`config.mk`:
```
export PLATFORM = sky130hd
export DESIGN_NAME = alu_pipe
export DESIGN_NICKNAME = d
export VERILOG_FILES = /design/src/rtl/alu_pipe.sv
export SDC_FILE = /design/constraint.sdc
export NUM_CORES = 1
export LEC_CHECK = 0
export ABC_AREA = 1
export ABC_CLOCK_PERIOD_IN_PS = 3300
export CORE_ASPECT_RATIO = 0.7
export CORE_MARGIN = 3
export CORE_UTILIZATION = 52
export DETAILED_ROUTE_END_ITERATION = 8
export GPL_ROUTABILITY_DRIVEN = 0
export PLACE_DENSITY = 0.78
export SLEW_MARGIN = 0
export SYNTH_ARGS = -nofsm -noshare
export SYNTH_HDL_FRONTEND = slang
export SYNTH_SLANG_ARGS = --single-unit
```
`constraint.sdc`:
```
create_clock -name clk -period 3.3 [get_ports clk]
set_input_delay 0.825 -clock clk [delete_from_list [all_inputs] [get_ports clk]]
set_output_delay 0.825 -clock clk [all_outputs]
set_load 0.01 [all_outputs]
```
`src/rtl/alu_pipe.sv`:
```
// Two-stage pipelined integer ALU with valid/ready handshakes on both sides,
// ZNCV flags and a sticky signed-overflow status bit.
module alu_pipe #(
  parameter int WIDTH = 32
) (
  input  logic             clk,
  input  logic             rst,
  input  logic             in_valid,
  output logic             in_ready,
  input  logic [2:0]       op,
  input  logic [WIDTH-1:0] a,
  input  logic [WIDTH-1:0] b,
  output logic             out_valid,
  input  logic             out_ready,
  output logic [WIDTH-1:0] result,
  output logic             zero,
  output logic             negative,
  output logic             carry,
  output logic             overflow,
  output logic             ovf_sticky,
  input  logic             clr_sticky
);

  localparam int MSB = WIDTH - 1;

  typedef enum logic [2:0] {
    OP_ADD = 3'b000,
    OP_SUB = 3'b001,
    OP_NOT = 3'b010,
    OP_AND = 3'b011,
    OP_OR  = 3'b100,
    OP_XOR = 3'b101,
    OP_SLT = 3'b110,
    OP_EQ  = 3'b111
  } op_e;

  // Stage 1 state
  logic             s1_valid_q, s1_valid_d;
  logic [2:0]       s1_op_q;
  logic [WIDTH-1:0] s1_a_q, s1_b_q;

  // Stage 2 state (drives the outputs directly)
  logic             s2_valid_q, s2_valid_d;
  logic [WIDTH-1:0] res_q;
  logic             zero_q, neg_q, carry_q, ovf_q;
  logic             sticky_q, sticky_d;

  logic s2_adv, s1_adv, accept, s2_load;

  // Combinational ready chain from the consumer back to the source.
  assign s2_adv  = !s2_valid_q || out_ready;
  assign s1_adv  = !s1_valid_q || s2_adv;
  assign accept  = in_valid && s1_adv;
  assign s2_load = s2_adv && s1_valid_q;

  assign s1_valid_d = accept || (s1_valid_q && !s2_adv);
  assign s2_valid_d = s2_adv ? s1_valid_q : s2_valid_q;

  // Set takes priority over a simultaneous clear.
  assign sticky_d = (s2_valid_q && out_ready && ovf_q) ? 1'b1 :
                    (clr_sticky ? 1'b0 : sticky_q);

  // Execute on the registered stage-1 operands.
  logic             is_sub;
  logic [WIDTH-1:0] b_eff;
  logic [WIDTH:0]   sum;
  logic [WIDTH-1:0] res_c;
  logic             carry_c, ovf_c, zero_c, neg_c;

  assign is_sub = (s1_op_q == OP_SUB);
  assign b_eff  = is_sub ? ~s1_b_q : s1_b_q;
  assign sum    = {1'b0, s1_a_q} + {1'b0, b_eff} + {{WIDTH{1'b0}}, is_sub};

  always_comb begin
    res_c   = '0;
    carry_c = 1'b0;
    ovf_c   = 1'b0;
    unique case (op_e'(s1_op_q))
      OP_ADD, OP_SUB: begin
        res_c   = sum[MSB:0];
        carry_c = sum[WIDTH];
        ovf_c   = (s1_a_q[MSB] == b_eff[MSB]) && (sum[MSB] != s1_a_q[MSB]);
      end
      OP_NOT: res_c = ~s1_a_q;
      OP_AND: res_c = s1_a_q & s1_b_q;
      OP_OR:  res_c = s1_a_q | s1_b_q;
      OP_XOR: res_c = s1_a_q ^ s1_b_q;
      // Direct signed compare, so SLT stays correct when a-b overflows.
      OP_SLT: res_c = {{(WIDTH-1){1'b0}}, ($signed(s1_a_q) < $signed(s1_b_q))};
      OP_EQ:  res_c = {{(WIDTH-1){1'b0}}, (s1_a_q == s1_b_q)};
      default: res_c = '0;
    endcase
  end

  assign zero_c = (res_c == '0);
  assign neg_c  = res_c[MSB];

  always_ff @(posedge clk or posedge rst) begin
    if (rst) begin
      s1_valid_q <= 1'b0;
      s1_op_q    <= '0;
      s1_a_q     <= '0;
      s1_b_q     <= '0;
      s2_valid_q <= 1'b0;
      res_q      <= '0;
      zero_q     <= 1'b0;
      neg_q      <= 1'b0;
      carry_q    <= 1'b0;
      ovf_q      <= 1'b0;
      sticky_q   <= 1'b0;
    end else begin
      s1_valid_q <= s1_valid_d;
      s2_valid_q <= s2_valid_d;
      sticky_q   <= sticky_d;
      if (accept) begin
        s1_op_q <= op;
        s1_a_q  <= a;
        s1_b_q  <= b;
      end
      if (s2_load) begin
        res_q   <= res_c;
        zero_q  <= zero_c;
        neg_q   <= neg_c;
        carry_q <= carry_c;
        ovf_q   <= ovf_c;
      end
    end
  end

  assign in_ready   = s1_adv;
  assign out_valid  = s2_valid_q;
  assign result     = res_q;
  assign zero       = zero_q;
  assign negative   = neg_q;
  assign carry      = carry_q;
  assign overflow   = ovf_q;
  assign ovf_sticky = sticky_q;

endmodule

```
==> results.py, run 1 <==
metrics = {
    "yosys": {
        "synth_top_family_by_area": "simple AND/OR/NAND/NOR gates",
        "syn_area_per_cell_um2": 7.02,
        "synthAdderAreaFrac": 0.172,
        "synthSimpleGateAreaFrac": 0.260,
        "synth.net_count": 1535,
        "yosys.area.top_type": "dfrtp_1",
        "synthTopCellsByArea": "dfrtp_1, ha_1, nand2_1",
        "yosysSeqAreaShare": 0.280,
        "syn_area_mm2": 0.00937,
        "synth-seq-cells": 105,
        "yosys.area.top_type_share": 0.280,
        "ys_types": 45,
        "synth_compound_area_frac": 0.145,
        "synthMuxAreaShare": 0,
        "synth_xor_area_frac": 0.0336,
        "yosysWarningCount": 0,
        "netlist_instances": 1335,
    },
    "sta": {
        "slew_viol_final": 0,
        "relSlewSlack": 0.465,
        "finalHoldViolations": 0,
        "setup_violations": 0,
        "tns_ns": 0,
        "worst_pin_slew_ns": 0.801,
        "post-route-min-period_ns": 3.13,
        "fin_worst_skew_ns": 0.00988,
        "max_freq_mhz": 319,
        "period_share": 0.950,
    },
    "pwr": {
        "ir_drop_uv": 305,
        "powerDensity_mw_per_mm2": 588,
        "p_leak_uw": 0.00577,
    },
    "critical_path": {
        "critical_path_class": "reg -> reg",
        "crit_start": "s1_op_q[2]$_DFFE_PP0P_",
        "critical_path.max_fanout": 11,
        "worstRegToRegCells": 21,
        "end_kind": "register",
        "cp-start-kind": "register",
        "worstPathRequired_ns": 3.60,
        "max_stage_delay_ns": 0.42,
        "critPathArrivalTime_ns": 3.44,
        "critPathCapture": "zero$_DFFE_PP0P_",
        "reg2reg_from": "s1_op_q[2]$_DFFE_PP0P_",
        "crit_chain": "nor2_4, nand2_4, buf_6, xor2_1, ha_1, nand2_1, nor2_1, inv_1, nor2_1, nand3_1, nand3_1, nand2_1, nand3_1, nand2_1, inv_1, nand3_1, nor2_1, nand2_1, nor2_1, nand3_1, nand2_1",
        "r2r_slack_ns": 0.17,
        "reg2reg_to": "zero$_DFFE_PP0P_",
        "cp_slowest_cell": "ha_1",
    },
    "die": {
        "ios": 111,
        "core_area_mm2": 0.0174,
        "start_util": 0.538,
        "rows": 40,
        "die_area_mm2": 0.0197,
        "fp.dieH_um": 118,
        "die_width_um": 166,
    },
    "placement": {
        "portBuffers": 110,
        "post_dp_cell_area_mm2": 0.0107,
        "hpwl_um": 21800,
    },
    "clock_tree": {
        "cts_tree": "yes",
        "cts-root-buf": "clkbuf_16",
        "h-tree-depth": 3,
        "clock_latency_ns": 0.36,
        "cts.sinks": 105,
        "cts_buffers": 9,
        "path_clk_slew_ns": 0.07,
        "clock_path_buffers": 2,
    },
    "final_layout": {
        "stdcell_area_mm2": 0.0113,
        "seqCellArea_mm2": 0.00263,
        "final.fill_count": 1527,
        "areaGrowthSynthToFinish_pct": 20.1,
        "layout-drive-gt1-share": 0.0826,
        "diodes": 0,
        "utilization": 0.646,
        "fin_nets": 1637,
        "multi_input_area_mm2": 0.00590,
    },
    "routing": {
        "first_iter_violations": 975,
        "postRouteAntennaNets": 0,
        "totalWireLength_um": 28100,
        "vias": 9259,
        "routedWlPerCell_um": 16.8,
        "detail_route.vias_per_cell": 5.54,
        "dr.pass1.iters": 6,
        "drc": 0,
    },
    "grt": {
        "gr-usage-all-layers": 0.277,
        "grt_max_degree": 106,
        "grt_pass1_vias": 8385,
        "grt_remaining_overflow": 0,
        "grt_pass1_wl_um": 44000,
        "antenna_found_initial": 1,
    },
    "job": {
        "cap_violations": 0,
    },
    "status": {
        "status": "complete, no violations",
    },
    "worst_hold_path": {
        "hp-class": "reg -> reg",
    },
}
==> critical path: cells and delay by family, from the launching register on <==
kind | cells | cell delay (ns)
xor+xnor | 1 | 0.15
fa+ha+maj | 1 | 0.42
flops | 1 | 0.41
simple gates | 16 | 1.72
buf+inv | 3 | 0.40
==> synth_stat cells (all sizes together) <==
cell,number
o21a,1
o21ai,44
fa,1
clkinv,2
nor2,149
a31oi,7
a21oi,112
o22ai,4
inv,215
a32o,1
dfrtp,105
nand2,326
clkbuf,17
nand3b,3
nand3,70
and2,2
o2111ai,12
a211oi,2
nor3,12
buf,24
a41oi,1
nor4,2
a221oi,8
o211ai,3
xor2,36
o221ai,4
a21o,4
o21bai,8
a22oi,13
nand4,18
ha,127
or2,2
==> placed cells by master, fill, tap and decap left out, drive strengths merged, types with 36 or more instances in the layout <==
cell type and instances:
ha 127, dfrtp 105, nor2 149, nand3 70, inv 214, a21oi 112
clkdlybuf4s50 110, nand2 326, o21ai 44, xor2 36
==> logic make-up after synthesis <==
kind of cell,after synthesis
and+or+nand+nor,584
AOI/OAI and AO/OA,224
adders and majority gates,128
buffers and inverters,258
xor gates and xnor gates,36
DFF,105
==> how the worst min path moves through the flow <==
stage,slack (ns),startpoint,depth (start not counted),endpoint
floorplan,0.52,result[2]$_DFFE_PP0P_,2,result[2]$_DFFE_PP0P_
global placement,0.46,result[27]$_DFFE_PP0P_,2,result[27]$_DFFE_PP0P_
detailed placement,0.47,result[30]$_DFFE_PP0P_,2,result[30]$_DFFE_PP0P_
CTS,0.49,result[30]$_DFFE_PP0P_,2,result[30]$_DFFE_PP0P_
global route,0.51,result[2]$_DFFE_PP0P_,2,result[2]$_DFFE_PP0P_
finish,0.48,result[0]$_DFFE_PP0P_,2,result[0]$_DFFE_PP0P_
==> layout make-up <==
cell class | count | area share
Inverter | 217 | 0.0727
Clock buffer | 10 | 0.0203
Multi-Input combinational cell | 972 | 0.524
Timing Repair Buffer | 132 | 0.116
Tap cell | 231 | 0.0257
Clock inverter | 5 | 0.00722
Sequential cell | 105 | 0.233
==> power breakdown <==
| group | internal [uW] | switching (uW) |
|---|---|---|
| combinational | 1410 | 2300 |
| clock | 662 | 501 |
| sequential | 1540 | 203 |
==> layer usage <==
metal  global-route usage  part of all wire  up-vias
li1                     -                 -     4491
met4               0.0623             0.016        2
met3                0.104              0.14       38
met1                0.419              0.46     4230
met5                    0           0.00046        -
met2                0.372              0.39      498
==> registers in the layout, summed over array words and instances (netlist names) <==
register and count:
carry 1, out_valid 1, overflow 1, ovf_sticky 1, result 32, s1_a_q 32
s1_b_q 32, s1_op_q 3, s1_valid_q 1, zero 1
==> what timing repair did <==
item,CTS,global route
resized for setup,2,56
pin swaps,0,13
endpoints found under the setup margin,1,5
gates cloned,0,0
buffers inserted,0,6
hold buffers,0,0
==> through the flow <==
step / hold WS [ns] / worst slack, ns / std cells / total power [uW]
after floorplan: 0.516 / 0.104 / 1335 / 3980
after global placement: 0.464 / 0.0314 / 1651 / 5080
after detailed placement: 0.473 / -0.000674 / 1651 / 5160
after CTS: 0.491 / 0.0237 / 1666 / 6350
after global routing: 0.515 / -0.119 / 1672 / 7090
final: 0.483 / 0.165 / 1672 / 6620
No activity file was read; power rests on OpenSTA's default activity.
==> inputs of run 2 (changes only) <==
--- a/config.mk
+++ b/config.mk
@@ -6,7 +6,7 @@
 export NUM_CORES = 1
 export LEC_CHECK = 0
 export ABC_AREA = 1
-export ABC_CLOCK_PERIOD_IN_PS = 3300
+export ABC_CLOCK_PERIOD_IN_PS = 2800
 export CORE_ASPECT_RATIO = 0.7
 export CORE_MARGIN = 3
 export CORE_UTILIZATION = 52
==> constraint.sdc (replaced) <==
create_clock -name clk -period 2.8 [get_ports clk]
set_input_delay 0.7 -clock clk [delete_from_list [all_inputs] [get_ports clk]]
set_output_delay 0.7 -clock clk [all_outputs]
set_load 0.01 [all_outputs]
==> run 2 against run 1 <==
The flow now finishes with violations (setup timing); combinational power grew 50%; cell area grew 13%; register-to-register slack lost 0.59 ns; sequential share of layout area shrank 2.6 points; clock-buffer cell count grew 1; highest routed layer unchanged; cell count grew 8.6%; routed wire length grew 13%.
==> results.py, run 2 (synthesis gave the netlist of run 1 again) <==
metrics = {
    "clock_tree": {
        "clock_latency_ns": 0.38,
        "cts-root-buf": "clkbuf_16",
        "cts.sinks": 105,
        "cts_buffers": 9,
        "clock_path_buffers": 2,
        "cts_tree": "yes",
        "path_clk_slew_ns": 0.08,
        "h-tree-depth": 3,
    },
    "worst_hold_path": {
        "hp-class": "reg -> reg",
        "whs_endpoint": "result[4]$_DFFE_PP0P_",
        "hold_start": "result[4]$_DFFE_PP0P_",
        "holdPathStages": 2,
    },
    "sta": {
        "setup_violations": 15,
        "fin_worst_skew_ns": 0.0186,
        "post-route-min-period_ns": 3.22,
        "max_freq_mhz": 310,
        "period_share": 1.15,
        "slew_viol_final": 0,
        "relSlewSlack": 0.523,
        "setup_slack_ns": -0.422,
        "worst_pin_slew_ns": 0.709,
        "finalHoldViolations": 0,
        "tns_ns": -2.23,
        "rsz0062_at_grt": "true",
    },
    "final_layout": {
        "layout-drive-gt1-share": 0.213,
        "layout_common_cells": "nand2_1, inv_1, buf_4",
        "multi_input_area_mm2": 0.00627,
        "stdcell_area_mm2": 0.0127,
        "fin_nets": 1779,
        "stdcell_count": 1816,
        "final.fill_count": 1291,
        "layout_commonest_cell": "nand2_1",
        "areaGrowthSynthToFinish_pct": 35.4,
        "seqCellArea_mm2": 0.00263,
    },
    "die": {
        "ios": 111,
        "rows": 40,
        "die_area_mm2": 0.0197,
        "fp.dieH_um": 118,
        "core_area_mm2": 0.0174,
        "die_width_um": 166,
        "start_util": 0.538,
    },
    "grt": {
        "grt_pass1_vias": 9272,
        "grt_pass1_wl_um": 47500,
        "antenna_found_initial": 2,
        "grt_max_degree": 53,
        "grt_remaining_overflow": 0,
        "gr-usage-all-layers": 0.302,
    },
    "critical_path": {
        "critical_path_class": "reg -> reg",
        "reg2reg_to": "zero$_DFFE_PP0P_",
        "reg2reg_from": "s1_op_q[2]$_DFFE_PP0P_",
        "worstRegToRegCells": 25,
        "end_kind": "register",
        "critical_path.max_fanout": 5,
        "worstPathRequired_ns": 3.11,
        "critPathArrivalTime_ns": 3.53,
        "r2r_slack_ns": -0.42,
        "cp-start-kind": "register",
    },
    "placement": {
        "post_dp_cell_area_mm2": 0.0117,
        "portBuffers": 110,
        "dp.cells": 1776,
        "hpwl_um": 23500,
    },
    "routing": {
        "drc": 0,
        "dr.pass1.iters": 8,
        "vias": 10105,
        "first_iter_violations": 1396,
        "totalWireLength_um": 31600,
        "routedWlPerCell_um": 17.4,
        "detail_route.vias_per_cell": 5.56,
        "postRouteAntennaNets": 0,
    },
    "pwr": {
        "p_leak_uw": 0.00653,
        "ir_drop_uv": 407,
        "power_uw": 8930,
        "powerDensity_mw_per_mm2": 703,
    },
    "status": {
        "violations": "setup timing",
        "status": "finished with violations",
    },
    "job": {
        "cap_violations": 0,
    },
}
## run 2: timing repair
action	4_1_cts	5_1_grt
resized for setup	61	92
hold buffers	0	0
setup buffers	12	10
pin swaps	21	37
endpoints found under the setup margin	17	25
cloned	1	0
## run 2: worst max-delay path by stage
stage | slack (ns) | start | endpoint | cells after the start
global route | -0.56 | s1_op_q[2]$_DFFE_PP0P_ | zero$_DFFE_PP0P_ | 25
floorplan | -0.15 | s1_op_q[2]$_DFFE_PP0P_ | zero$_DFFE_PP0P_ | 23
finish | -0.42 | s1_op_q[2]$_DFFE_PP0P_ | zero$_DFFE_PP0P_ | 25
CTS | -0.28 | s1_op_q[1]$_DFFE_PP0P_ | zero$_DFFE_PP0P_ | 23
detailed placement | -0.50 | s1_op_q[2]$_DFFE_PP0P_ | zero$_DFFE_PP0P_ | 18
global placement | -0.44 | s1_op_q[2]$_DFFE_PP0P_ | zero$_DFFE_PP0P_ | 18
## run 2: area by class of cell
type | count | area share
multi-input combinational | 973 | 0.494
timing repair buffer | 273 | 0.189
inverter | 217 | 0.0647
sequential | 105 | 0.207
antenna | 1 | 0.000197
clock buffer | 11 | 0.0191
tap | 231 | 0.0228
clock inverter | 5 | 0.00296
## run 2: worst max-delay path, cell delays in order (launching register included)
cell and delay (ns):
dfrtp_2 0.43, nor2_4 0.23, buf_12 0.14, nand2_4 0.07, xor2_1 0.17, ha_1 0.38, nand2_1 0.13, inv_1 0.07
nand2_2 0.09, buf_4 0.13, inv_1 0.04, nand2_1 0.08, nand2_2 0.07, nand2_2 0.10, nand3_2 0.10, nand2_1 0.08
nand2_1 0.07, nand2_1 0.09, nand2_1 0.08, nor2_2 0.14, nand3_2 0.08, nor2_2 0.08, nand2_1 0.06, nor2_1 0.10
nand3_1 0.10, nand2_1 0.07
## run 2: layer usage
layer,GRT usage,vias up,part of all wire
li1,-,4764,-
met1,0.427,4671,0.42
met2,0.437,574,0.41
met3,0.116,94,0.14
met4,0.0706,2,0.026
met5,0,-,0.00038
## run 2: power by group
group          internal [uW]  switching (uW)  total, uW
Sequential              1810             243       2060
Combinational           2410            3190       5590
Clock                    635             642       1280
## run 2: stage by stage
stage / utilization / setup WS (ns) / hold WS (ns)
floorplan: - / -0.150 / 0.516
global placement: 0.671 / -0.441 / 0.464
detailed placement: 0.671 / -0.502 / 0.472
CTS: 0.705 / -0.284 / 0.490
global route: 0.729 / -0.558 / 0.510
finish: 0.729 / -0.422 / 0.484
